## src/rtl/buck_pwm_pkg.sv

```systemverilog
// buck_pwm_pkg: shared timing constants, state encoding and on-time clamp
package buck_pwm_pkg;
  localparam logic [15:0] PERIOD   = 16'd400;
  localparam logic [15:0] MAX_ON   = 16'd200;
  localparam logic [15:0] MIN_ON   = 16'd4;
  localparam logic [15:0] DEADTIME = 16'd10;
  typedef enum logic [1:0] {IDLE = 2'd0, ARM = 2'd1, RUN = 2'd2, FAULT = 2'd3} pwm_state_t;
  function automatic logic [15:0] clamp_on(input logic [15:0] t);
    return t > MAX_ON ? MAX_ON : (t < MIN_ON ? 16'd0 : t);
  endfunction
endpackage

```

## src/rtl/buck_pwm_channel.sv

```systemverilog
// buck_pwm_channel: per-period on-time shadow and dead-timed complementary gate drive
module buck_pwm_channel
  import buck_pwm_pkg::*;
(
  input  logic        clk,
  input  logic        rst_n,
  input  logic        run,
  input  logic [15:0] timer,
  input  logic [15:0] charging_time,
  output logic        hs,
  output logic        ls
);
  logic [15:0] shadow;
  logic [16:0] ls_start;
  assign ls_start = {1'b0, shadow} + {1'b0, DEADTIME};
  // latch the clamped request on the last cycle so each period uses one stable on-time
  always_ff @(posedge clk or negedge rst_n)
    if (!rst_n) shadow <= '0;
    else if (timer == PERIOD - 16'd1) shadow <= clamp_on(charging_time);
  // hs/ls windows are disjoint by construction: ls starts DEADTIME after hs ends
  always_ff @(posedge clk or negedge rst_n)
    if (!rst_n) begin
      hs <= 1'b0;
      ls <= 1'b0;
    end else begin
      hs <= run && (timer < shadow);
      ls <= run && ({1'b0, timer} >= ls_start) && (timer < PERIOD - DEADTIME);
    end
endmodule

```

## src/rtl/buck_pwm_generator.sv

```systemverilog
// buck_pwm_generator: switching-period timer, 180-degree phase offset and enable/fault FSM for two buck channels
module buck_pwm_generator
  import buck_pwm_pkg::*;
(
  input  logic        clk,
  input  logic        rst_n,
  input  logic        enable,
  input  logic        fault,
  input  logic        fault_clear,
  input  logic [15:0] charging_time_0,
  input  logic [15:0] charging_time_1,
  output logic [15:0] timer_buck_4us_0,
  output logic [15:0] timer_buck_4us_1,
  output logic        mos_hs_0,
  output logic        mos_hs_1,
  output logic        mos_ls_0,
  output logic        mos_ls_1,
  output logic [1:0]  pwm_state
);
  pwm_state_t  state;
  logic [15:0] t0_next, t1_next;
  logic        run;
  assign t0_next   = (timer_buck_4us_0 == PERIOD - 16'd1) ? 16'd0 : timer_buck_4us_0 + 16'd1;
  assign t1_next   = (t0_next >= PERIOD / 2) ? t0_next - PERIOD / 2 : t0_next + PERIOD / 2;
  assign run       = (state == RUN) && enable && !fault;
  assign pwm_state = state;
  // free-running period counters; timer_1 is derived from the same next value so both stay in lockstep
  always_ff @(posedge clk or negedge rst_n)
    if (!rst_n) begin
      timer_buck_4us_0 <= '0;
      timer_buck_4us_1 <= '0;
    end else begin
      timer_buck_4us_0 <= t0_next;
      timer_buck_4us_1 <= t1_next;
    end
  // fault overrides everything; ARM waits for the wrap so the first pulse is a whole period
  always_ff @(posedge clk or negedge rst_n)
    if (!rst_n) state <= IDLE;
    else if (fault) state <= FAULT;
    else
      case (state)
        IDLE:    state <= enable ? ARM : IDLE;
        ARM:     state <= !enable ? IDLE : (timer_buck_4us_0 == PERIOD - 16'd1) ? RUN : ARM;
        RUN:     state <= enable ? RUN : IDLE;
        FAULT:   state <= fault_clear ? IDLE : FAULT;
        default: state <= IDLE;
      endcase
  buck_pwm_channel u_ch0 (
    .clk           (clk),
    .rst_n         (rst_n),
    .run           (run),
    .timer         (timer_buck_4us_0),
    .charging_time (charging_time_0),
    .hs            (mos_hs_0),
    .ls            (mos_ls_0)
  );
  buck_pwm_channel u_ch1 (
    .clk           (clk),
    .rst_n         (rst_n),
    .run           (run),
    .timer         (timer_buck_4us_1),
    .charging_time (charging_time_1),
    .hs            (mos_hs_1),
    .ls            (mos_ls_1)
  );
endmodule
```

## config.mk

```make
export PLATFORM = sky130hd
export DESIGN_NAME = buck_pwm_generator
export DESIGN_NICKNAME = d
export VERILOG_FILES = /design/src/rtl/buck_pwm_pkg.sv /design/src/rtl/buck_pwm_channel.sv /design/src/rtl/buck_pwm_generator.sv
export SDC_FILE = /design/constraint.sdc
export NUM_CORES = 1
export LEC_CHECK = 0
export CORE_ASPECT_RATIO = 1.75
export CORE_MARGIN = 1
export CORE_UTILIZATION = 60
export DETAILED_ROUTE_END_ITERATION = 8
export PLACE_DENSITY = 0.86
export SETUP_SLACK_MARGIN = 0.1
export SLEW_MARGIN = 10
export SYNTH_ARGS = -nofsm -noshare
export SYNTH_HDL_FRONTEND = slang
export SYNTH_SLANG_ARGS = --single-unit
```

## constraint.sdc

```tcl
create_clock -name clk -period 4.3 [get_ports clk]
set_input_delay 0.86 -clock clk [delete_from_list [all_inputs] [get_ports clk]]
set_output_delay 0.86 -clock clk [all_outputs]
set_load 0.05 [all_outputs]
```

==> metrics.txt, run 1 <==
post-synthesis cell type count=64; Layout area overhead=22.9%; vias per inst=6.30; Reg clk slew, reported paths=0.05 ns; simple-gate share of the synthesized area=0.209; CP cell instances=ha_1 -> nand3_1 -> or4_4 -> nand2_1 -> ha_1 -> inv_1 -> o31ai_1 -> nor3_1 -> nor2_1 -> o21ai_0 -> xnor2_1; largest net degree at the start of global routing=48; initial antenna violation count=0; pin slew with the least headroom to its limit=1.07 ns; DR WL/cell=around 18 µm; row count=44; Sw Ratio=0.198; Startpoint Class=flop; maximum VDD drop=0.257 mV; Synth async-reset ratio=1.00; Max Transition Viols Final=0; Filler cells=593; Final Cycle Share=0.815; GRT Util Overall=0.330; first-pass GRT wire length=22000 µm; Pleak=2.75 nW; cts bufs inserted=9; dominant synthesized flop cell=dfrtp_1; highest net fanout along the worst path=15; DRT antenna net count=0; post-synthesis mux area share=0.00816; Compound-Gate Fraction of Synth Area=0.149; ant diodes=0; Crit path max-delay family=simple AND/OR/NAND/NOR gates; DRT iter0 DRCs=213; PostCTS Resize Cnt=0; H-tree depth=3; Setup-failing EPs final=0; Reg power frac=0.392; Die H=123 µm; Final Hold Vio Count=0; internal power=1.30 mW; #FFs+latches synth=67; Clock Path Buffers=2; cell area power density=261 nW/µm²; Top cell by count, worst path=ha_1; Post-CTS Setup Bufs=0; Max Fclk=about 0.29 GHz; Layout Nets=732; IO Count=75; Mapped Area=5060 µm²; net switching power=roughly 0.32 mW; main combinational cell family by area after synthesis=simple AND/OR/NAND/NOR gates; Routed Wire Length=roughly 13000 µm; vias in the first global route=4825; Gate power share=0.046; hold buffers post-CTS=0; Sum Neg Setup Slack=0 ns; Hold Path Class=flop to flop; DR DRC count=0; die width=71.4 µm; RSZ-0062 raised after global routing=no; fraction of final layout cells with drive strength greater than 1=0.0554; Hold Slack=0.493 ns; CP max-delay cell=or4_4; root buffer cell=clkbuf_16; Final Critical Period=3.51 ns; WP data required=4.50 ns; CTS sink count=67; Final Skew=0.00637 ns; Post-synth EDFFs=0; DRT Pass-1 Iters=4; Core Region=8260 µm²; Syn Area/Cell=9.12 µm²; Post-Synth Adder-Cell Area=0.168; Mapped Cells=555; Post-Synth XOR/XNOR Area=0.0831; Slew HR=0.288; slowest stage delay, CP=0.72 ns; Initial Util=0.613; CTS tree=done; YS warnings=0; Worst Setup End Kind=flop; status=finished, final reports clean; sequential area share after synthesis=0.331; GP Congestion=between 0.9 and 1; Clk Latency, worst-skew pair=between 0.3 and 0.4 ns; critical path class=flop to flop; maxcap violations=0; Overflow after GRT=0; clock share of power=0.562; Synth Net Count=660; PortBufs=74; Data arrival, critical path=about 3.7 ns; via count=4564; Buf+Inv Stages, Crit Path=1; commonest non-fill, non-tap cell in the layout=clkdlybuf4s50_1; leading cell types in the layout, fill and taps excluded=clkdlybuf4s50_1, ha_1, dfrtp_1, inv_1, nand2_1; dpl hpwl=between 10000 and 15000 µm; die area=between 8000 and 9000 µm²
-- path summary, 6_finish.rpt --
kind / slack, ns / cells past startpoint / end / start
max: 0.79 / 11 / timer_buck_4us_1[11] / timer_buck_4us_1[1]
min: 0.49 / 2 / u_ch0.shadow[0] / u_ch0.shadow[0]
max reg2reg: 0.79 / 11 / timer_buck_4us_1[11] / timer_buck_4us_1[1]
min reg2reg: 0.49 / 2 / u_ch0.shadow[0] / u_ch0.shadow[0]
max in group asynchronous: 2.69 / 2 / u_ch0.shadow[11] / rst_n
min in group asynchronous: 0.70 / 1 / u_ch1.shadow[5] / rst_n
-- synth_stat cells (4+ instances only) --
| master | count | area (µm²) |
|---|---|---|
| a211oi_1 | 6 | 45.0 |
| a21o_1 | 9 | 67.6 |
| a21oi_1 | 28 | 140 |
| a22o_1 | 5 | 43.8 |
| a31oi_1 | 4 | 25.0 |
| and2_1 | 9 | 56.3 |
| and4_1 | 4 | 35.0 |
| buf_2 | 5 | 25.0 |
| clkbuf_1 | 6 | 22.5 |
| dfrtp_1 | 67 | 1680 |
| ha_1 | 68 | 851 |
| inv_1 | 48 | 180 |
| nand2_1 | 38 | 143 |
| nand3_1 | 17 | 85.1 |
| nand4_1 | 14 | 87.6 |
| nor2_1 | 34 | 128 |
| nor2b_1 | 11 | 68.8 |
| nor3_1 | 27 | 135 |
| nor3_2 | 5 | 50.1 |
| nor4_1 | 10 | 62.6 |
| o211ai_1 | 5 | 37.5 |
| o21ai_0 | 26 | 130 |
| xnor2_1 | 36 | 315 |
| xor2_1 | 12 | 105 |
-- registers in the layout, summed over array words and instances (netlist names) --
| name | cells |
|---|---|
| pwm_state | 2 |
| timer_buck_4us_1 | 16 |
| u_ch1.hs | 1 |
| u_ch1.ls | 1 |
| u_ch0.ls | 1 |
| u_ch0.shadow | 16 |
| u_ch0.hs | 1 |
| timer_buck_4us_0 | 13 |
| u_ch1.shadow | 16 |
-- cell families (layout without fill, tap and decap cells) --
logic type      count (synthesis)  count (layout)
flops                          67              67
xor+xnor                       48              48
buf+inv                        64             141
mux                             4               4
simple gates                  191             191
fa+ha+maj                      68              68
compound gates                113             113
-- through the flow --
| stage | cell area (µm²) | power [mW] | setup slack, ns | util | cells |
|---|---|---|---|---|---|
| finish | 6220 | 1.62 | 0.795 | 0.753 | 724 |
| global route | 6220 | 1.66 | 0.526 | 0.753 | 724 |
| CTS | 6220 | 1.63 | 0.802 | 0.753 | 724 |
| detailed placement | 5850 | 0.723 | 0.823 | 0.708 | 708 |
| global placement | 5850 | 0.720 | 1.04 | 0.708 | 708 |
| floorplan | 5060 | 0.666 | 1.07 | - | 555 |
-- power by group through the flow --
stage	Combinational, mW	Clock [mW]	Sequential [mW]
after floorplan	0.0105	0	0.655
after global placement	0.0733	0	0.647
after detailed placement	0.0755	0	0.647
after CTS	0.0757	0.922	0.636
after global routing	0.0811	0.948	0.636
final	0.0748	0.910	0.636
-- layout make-up --
cell class                      count  area [µm²]  share of cell area
Clock inverter                      6         138              0.0221
Timing Repair Buffer               76         751               0.121
Inverter                           49         184              0.0296
Tap cell                           92         115              0.0185
Clock buffer                       10         229              0.0368
Multi-Input combinational cell    424        3120               0.503
Sequential cell                    67        1680               0.270
-- tightest hold or removal path, stage by stage, from the launching register on --
cell and delay [ns]:
dfrtp_1 0.34, nand2_1 0.05, o21ai_0 0.06
-- metal layers --
| metal | track usage | part of all wire |
|---|---|---|
| met2 | 0.613 | 0.55 |
| met4 | 0.280 | 0.068 |
| met3 | 0.0473 | 0.041 |
| met1 | 0.313 | 0.34 |
| met5 | 0 | 0 |
Power figures use the tool's default switching activity.
==> run 2: changes to the inputs <==
CORE_UTILIZATION = 55   (was 60)
PLACE_DENSITY = 0.8   (was 0.86)
clock period = 3.3 ns   (was 4.3 ns; I/O delays follow)
==> run 2 against run 1 <==
Compared with the run above:
- clock power is 12% higher
- die area rose by 8.9%
- global-route usage decreased by 2.3 points
- critical path depth stayed put
- register-to-register slack worse by 0.54 ns
- cell count is 6.8% higher
- largest power group unchanged
- core utilization down 4.1 points
- critical endpoint unchanged
- non-clock buffer count increased by 22
- flip-flop and latch count stayed put
- clock skew grew 0.0019 ns
- routed wire length increased by 2.7%
- count of clock-buffer cells in the layout is 1 lower
==> metrics.txt, run 2 (synthesized netlist as in run 1, its figures left out) <==
worst reg2reg path depth=11; Filler cells=approximately 700; pre-CTS setup slack=0.217 ns; pin slew with the least headroom to its limit=0.696 ns; RSZ-0062 raised after global routing=yes; CTS sink count=67; H-tree depth=3; Buf+Inv Stages, Crit Path=1; final core occ=0.712; Setup-failing EPs final=0; Final Hold Vio Count=0; highest net fanout along the worst path=9; fraction of final layout cells with drive strength greater than 1=0.0919; Data arrival, critical path=3.27 ns; Routed Wire Length=13700 µm; DRT iter0 DRCs=136; Hold Path Class=primary input to async pin; Reg power frac=0.426; initial antenna violation count=0; Worst R2R Start=timer_buck_4us_0[10]; Worst Setup End Kind=flop; DR DRC count=0; Final Skew=0.00823 ns; die area=roughly 9600 µm²; Clk Latency, worst-skew pair=0.33 ns; Clock Path Buffers=2; Top cell by count, worst path=nand2_1; die width=around 75 µm; status=finished, final reports clean; maximum VDD drop=0.259 mV; Startpoint Class=flop; vias in the first global route=4892; CTS tree=done; critical path class=flop to flop; commonest non-fill, non-tap cell in the layout=clkdlybuf4s50_1; total power=approximately 1.9 mW; vias per inst=~5.9; cell area power density=just over 300 nW/µm²; IO Count=75; Core Region=roughly 9000 µm²; hold buffers post-CTS=0; Overflow after GRT=0; cts bufs inserted=9; worst setup margin=0.258 ns; Die H=roughly 130 µm; internal reg-to-reg setup slack=0.26 ns; CP cell instances=nor4_2 -> nand2_1 -> or4_4 -> nand2_1 -> ha_1 -> inv_1 -> o31ai_1 -> nor3_1 -> nor2_1 -> o21ai_0 -> xnor2_1; GP Congestion=roughly 0.93; Sw Ratio=0.211; Slew HR=0.536; root buffer cell=clkbuf_16; Max Fclk=0.329 GHz; worst r2r dst=timer_buck_4us_1[11]; via count=4598; CP max-delay cell=or4_4; internal power=around 1.5 mW; Gate power share=0.051; WP data required=3.53 ns; DR WL/cell=17.7 µm; net switching power=around 0.41 mW; GRT Util Overall=0.308; Reg clk slew, reported paths=0.05 ns; DRT antenna net count=0; DRT Pass-1 Iters=4; leading cell types in the layout, fill and taps excluded=clkdlybuf4s50_1, ha_1, dfrtp_1, inv_1, nand2_1; Max Transition Viols Final=0; Final Critical Period=approximately 3.0 ns; top flop regs=timer_buck_4us_1 (16), u_ch0.shadow (16), u_ch1.shadow (16); PortBufs=74; largest net degree at the start of global routing=39; Final Cycle Share=0.922; clock share of power=0.523; Hold Slack=0.369 ns; Pleak=2.82 nW; slowest stage delay, CP=0.53 ns; row count=46; Layout area overhead=26.3%; Sum Neg Setup Slack=0 ns; Initial Util=0.564; Layout Nets=754; dpl hpwl=10600 µm; maxcap violations=0; ant diodes=0; Crit path max-delay family=simple AND/OR/NAND/NOR gates; first-pass GRT wire length=22100 µm
run 2: worst register-to-register path, stage by stage (launching register included):
cell and delay [ns]:
dfrtp_1 0.47, nor4_2 0.30, nand2_1 0.18, or4_4 0.53, nand2_1 0.16, ha_1 0.24
inv_1 0.08, o31ai_1 0.22, nor3_1 0.12, nor2_1 0.22, o21ai_0 0.16, xnor2_1 0.27
run 2: cell type report:
type	instances	area (µm²)	area share
tap	120	150	0.0235
clock inverter	6	91.3	0.0143
clock buffer	9	225	0.0352
inverter	49	184	0.0288
multi-input combinational	424	3140	0.491
timing repair buffer	98	928	0.145
sequential	67	1680	0.262
run 2: stage by stage:
step                      cells  cell area [µm²]
final                       773             6390
after global routing        773             6390
after CTS                   767             6340
after detailed placement    752             6020
after global placement      752             6020
after floorplan             555             5060
run 2: how the worst max path moves through the flow:
stage | start | to | cells after the start
after floorplan | timer_buck_4us_1[0] | timer_buck_4us_1[11] | 12
after global placement | timer_buck_4us_0[10] | timer_buck_4us_1[11] | 11
after detailed placement | timer_buck_4us_0[10] | timer_buck_4us_1[15] | 11
after CTS | timer_buck_4us_0[10] | timer_buck_4us_1[11] | 11
after global routing | u_ch0.shadow[4] | u_ch0.ls | 15
final | timer_buck_4us_0[10] | timer_buck_4us_1[11] | 11
run 2: what timing repair did:
item                       CTS  global route
setup buffers                0             6
setup endpoints to repair    0             5
gates resized for setup      0             3
hold endpoints to repair     0             0
run 2: power by group through the flow:
| stage | combinational (mW) | sequential [mW] | clock, mW |
|---|---|---|---|
| global placement | 0.0979 | 0.843 | 0 |
| finish | 0.0991 | 0.829 | 1.02 |
| floorplan | 0.0137 | 0.854 | 0 |
| detailed placement | 0.100 | 0.843 | 0 |
| global route | 0.108 | 0.829 | 1.06 |
| CTS | 0.100 | 0.828 | 1.03 |
run 2: layer usage:
layer  vias up  wire [µm]  GRT usage
met4         0        787      0.238
met5         -          0          0
met3        54        497     0.0540
li1       2184          -          -
met1      2208       4730      0.293
met2       152       7690      0.557
==> run 3: changes to the inputs <==
SLEW_MARGIN = unset   (was 10)
==> results of run 3 <==
Final layout, timing and power as in run 2 (identical DEF).
